--- config.mk ---
export PLATFORM = sky130hd
export DESIGN_NAME = inst_fetch
export DESIGN_NICKNAME = d
export VERILOG_FILES = /design/src/rtl/inst_fetch.sv
export SDC_FILE = /design/constraint.sdc
export NUM_CORES = 1
export LEC_CHECK = 0
export CAP_MARGIN = 20
export CORE_UTILIZATION = 39
export DETAILED_ROUTE_END_ITERATION = 16
export PLACE_DENSITY = 0.77
export SKIP_CTS_REPAIR_TIMING = 1
export SYNTH_ARGS = -nofsm -noshare
export SYNTH_HDL_FRONTEND = slang
export SYNTH_SLANG_ARGS = --single-unit
export TNS_END_PERCENT = 10
--- constraint.sdc ---
create_clock -name clk -period 1.7 [get_ports clk]
set_clock_uncertainty 0.1 [all_clocks]
set_input_delay 0.17 -clock clk [delete_from_list [all_inputs] [get_ports clk]]
set_output_delay 0.17 -clock clk [all_outputs]
set_load 0.05 [all_outputs]
--- src/rtl/inst_fetch.sv ---
// Instruction fetch unit: owns the program counter, fetches one RV32I word per
// request/ack handshake and presents it to the decoder until it is consumed.
module inst_fetch #(
    parameter logic [31:0] RESET_PC = 32'h0000_0000,
    parameter logic [31:0] NOP_WORD = 32'h0000_0013
) (
    input  logic        clk,
    input  logic        rst,
    output logic        imem_req,
    output logic [31:0] imem_addr,
    input  logic        imem_ack,
    input  logic [31:0] imem_rdata,
    output logic [31:0] prog,
    output logic [31:0] pc,
    output logic        prog_valid,
    input  logic        stall,
    input  logic        jmpe,
    input  logic [31:0] jmp_addr
);

    typedef enum logic [1:0] {
        S_IDLE,
        S_REQ,
        S_HOLD
    } state_t;

    state_t      r_state;
    state_t      w_state_next;
    logic [31:0] r_imem_addr;
    logic [31:0] r_prog;
    logic [31:0] r_pc;
    logic        r_prog_valid;
    logic        w_fetch_done;
    logic        w_consume;
    logic [31:0] w_next_addr;

    // NOTE: sequential state uses non-blocking assignments so every register
    // samples the pre-edge values of the others.
    always_ff @(posedge clk) begin
        if (rst) begin
            r_state <= S_IDLE;
        end else begin
            r_state <= w_state_next;
        end
    end

    // NOTE: every output of this block gets a default first, so no path leaves
    // a signal unassigned and no latch is inferred.
    always_comb begin
        w_state_next = r_state;
        w_fetch_done = 1'b0;
        w_consume    = 1'b0;
        unique case (r_state)
            S_IDLE: begin
                w_state_next = S_REQ;
            end
            S_REQ: begin
                if (imem_ack) begin
                    w_fetch_done = 1'b1;
                    w_state_next = S_HOLD;
                end
            end
            S_HOLD: begin
                if (r_prog_valid && !stall) begin
                    w_consume    = 1'b1;
                    w_state_next = S_REQ;
                end
            end
            default: begin
                w_state_next = S_IDLE;
            end
        endcase
    end

    // A redirect only counts on the consume edge; the low address bits are dropped.
    assign w_next_addr = jmpe ? {jmp_addr[31:2], 2'b00} : r_pc + 32'd4;

    always_ff @(posedge clk) begin
        if (rst) begin
            r_imem_addr  <= RESET_PC;
            r_prog       <= NOP_WORD;
            r_pc         <= RESET_PC;
            r_prog_valid <= 1'b0;
        end else begin
            if (w_fetch_done) begin
                r_prog       <= imem_rdata;
                r_pc         <= r_imem_addr;
                r_prog_valid <= 1'b1;
            end
            if (w_consume) begin
                r_prog_valid <= 1'b0;
                r_imem_addr  <= w_next_addr;
            end
        end
    end

    assign imem_req   = (r_state == S_REQ);
    assign imem_addr  = r_imem_addr;
    assign prog       = r_prog;
    assign pc         = r_pc;
    assign prog_valid = r_prog_valid;

endmodule

==> results of run 1 <==
placed cells by master (no fill, tap or decap), drive strengths merged, types with 2 or more instances in the layout:
master	n
a22oi	19
dfxtp	99
nor2	15
inv	3
a21oi	65
and2	2
nand2	150
o21ai	36
clkinvlp	2
nand4	12
nand3b	4
xnor2	5
clkbuf	12
clkdlybuf4s50	65
xor2	22
buf	131
nor3	3
and3	3
nor4	2
nand3	9
a22o	7
routing by layer:
metal	vias up	track usage	routed length, um
met5	-	0	0
met2	160	0.364	5630
met3	23	0.0489	887
met4	0	0.0867	257
li1	2039	-	-
met1	1923	0.271	5190
critical path, stage by stage, from the launching register on:
cell and delay, ns:
dfxtp_4 0.38, ha_2 0.21, nand3_4 0.12, nor3_4 0.16
buf_12 0.15, nand4_1 0.12, xor2_1 0.17, o21ai_1 0.08
how the worst max path moves through the flow:
| stage | from | end | cells past startpoint |
|---|---|---|---|
| finish | pc[3] | imem_addr[28] | 7 |
| CTS | pc[3] | imem_addr[28] | 7 |
| global placement | stall | imem_addr[24] | 7 |
| global route | pc[3] | imem_addr[28] | 7 |
| floorplan | pc[21] | imem_addr[28] | 5 |
| detailed placement | stall | imem_addr[28] | 7 |
layout make-up:
| class | instances | area (um2) |
|---|---|---|
| Clock buffer | 12 | 145 |
| Clock inverter | 3 | 23.8 |
| Fill cell | 898 | 4090 |
| Inverter | 2 | 7.51 |
| Multi-Input combinational cell | 366 | 2000 |
| Sequential cell | 99 | 2020 |
| Tap cell | 136 | 170 |
| Timing Repair Buffer | 196 | 1780 |
registers in the layout, summed over array words and instances, names as in the netlist:
register,cells
pc,32
r_state,2
prog,32
imem_addr,32
prog_valid,1
metrics by stage:
step / cell area, um2 / hold WS [ns] / util
finish: 6150 / 0.151 / 0.601
global route: 6150 / 0.147 / 0.601
CTS: 6100 / 0.132 / 0.596
detailed placement: 5930 / 0.348 / 0.580
global placement: 5930 / 0.343 / 0.580
floorplan: 4130 / 0.194 / -
power groups by stage:
stage | Clock (W) | Sequential [W] | Combinational, W
6_report | 0.00136 | 0.00239 | 0.000668
5_1_grt | 0.00150 | 0.00240 | 0.000712
4_1_cts | 0.00140 | 0.00239 | 0.000671
3_5_place_dp | 0 | 0.00245 | 0.000669
3_3_place_gp | 0 | 0.00244 | 0.000664
2_1_floorplan | 0 | 0.00259 | 0.000176
synth_stat cells (2+ instances only):
library cell	number	area, um2
nand2_1	150	563
dfxtp_1	99	1980
a21oi_1	65	325
xor2_1	22	193
a22oi_1	19	143
o21ai_0	18	90.1
o21ai_1	18	90.1
nor2_1	15	56.3
clkbuf_1	13	48.8
nand4_1	9	56.3
buf_1	8	30.0
nand3_1	8	40.0
a22o_1	7	61.3
buf_2	5	25.0
xnor2_1	5	43.8
nand3b_1	4	30.0
and3_1	3	18.8
buf_6	3	33.8
and2_1	2	12.5
inv_1	2	7.51
nand4_2	2	25.0
nor3_4	2	32.5
nor4_2	2	25.0
cells by family after synthesis:
kind of cell    Yosys count  synth area share
compound gates          131             0.181
simple gates            206             0.231
xor+xnor                 27            0.0578
flops                    99             0.484
mux                       1           0.00275
buf+inv                  33            0.0401
fa+ha+maj                 1           0.00306
==> impl_metrics.tcl, run 1 <==
set metrics [dict create \
    status "finished clean" \
    viasPerCell 5.09 \
    syn_inst 498 \
    die_h_um 104 \
    synth.distinct_cells 40 \
    rsz0062_at_grt "yes" \
    drc 0 \
    r2r-start "pc[3]" \
    initial_core_util 0.400 \
    cp_data_arrival_time_ns 1.76 \
    power_switching_w 0.00119 \
    synth_fp_nets 568 \
    synthFlopType "dfxtp_1" \
    fin_crit_sh 0.948 \
    area_growth_pct 50.2 \
    reg2regPathDepth 7 \
    antenna_found_initial 0 \
    ys_warn_count 0 \
    die_w_um 104 \
    cts_max_path_buffers 2 \
    io_pins 167 \
    root_buffer "clkbuf_8" \
    port-buffer-count 164 \
    fmax_ghz 0.620 \
    hold_viol 0 \
    overflow 0 \
    internal-power_w 0.00323 \
    rows 37 \
    drv_cap 0 \
    drtIter0Drc 208 \
    cts_tree "built" \
    clk_pin_slew_ns 0.09 \
    pwr_density_cell_nw_per_um2 719 \
    hpwl_um 8750 \
    setup_viol 0 \
    ys_ff_latch 99 \
    reg2reg_slack_ns 0.09 \
    ys_async_sr_fraction 0 \
    ir_worst_vdd_v 0.000439 \
    htree_levels 3 \
    crit_type "reg -> reg" \
    grt_pass1_vias 4025 \
    ant_nets 0 \
    cp_max_fo 9 \
    p_comb_frac 0.151 \
    fp.coreArea_um2 10200 \
    vias 4145 \
    syn_avg_cell_area_um2 8.22 \
    synth_enable_flop_cells 0 \
    finalPower_w 0.00442 \
    hold_class "in -> reg" \
    cp-end-kind "flop" \
    tns_ns 0 \
    ys_seq_area_frac 0.484 \
    cellLeakagePower_nw 2.44 \
    mappedNetlistArea_um2 4090 \
    nNetsFinal 744 \
    routed_wl_um 12000 \
    period_minus_slack_ns 1.61 \
    wl_per_cell_um 14.7 \
    cts.sinks 99 \
    r2r-end "imem_addr[28]" \
    whs_path_depth 3 \
    drive_above_1_share 0.273 \
    pwr-share-seq 0.541 \
    layout.cells.non_filler 814 \
    track_usage 0.218 \
    cts-buffers-inserted 9 \
    die_area_um2 10900 \
    grt_max_degree 52 \
    diodes 0 \
    gp_routability_congestion 0.868 \
    start_kind "flop" \
    worst_pin_slew_ns 0.525 \
    hold_start "rst" \
    max_slew_margin 0.650 \
    power_switching_share 0.270 \
    worst_hold_path.endpoint "pc[24]" \
    slew_viol_final 0 \
    grt_pass1_wl_um 19400 \
    clk_latency_ns 0.35 \
    cp.required_ns 1.84 \
    drt_pre_antenna_iters 6 \
    dp.cells 797 \
    fin_ws_ns 0.0878 \
    post-place-ws_ns -0.161 \
    power.share.clock 0.308 \
]
Power figures use the tool's default switching activity.
==> inputs of run 2 (changes only) <==
- CAP_MARGIN: 20 -> not set
==> results of run 2 <==
The final DEF is identical to that of run 1; final timing and power are the same.
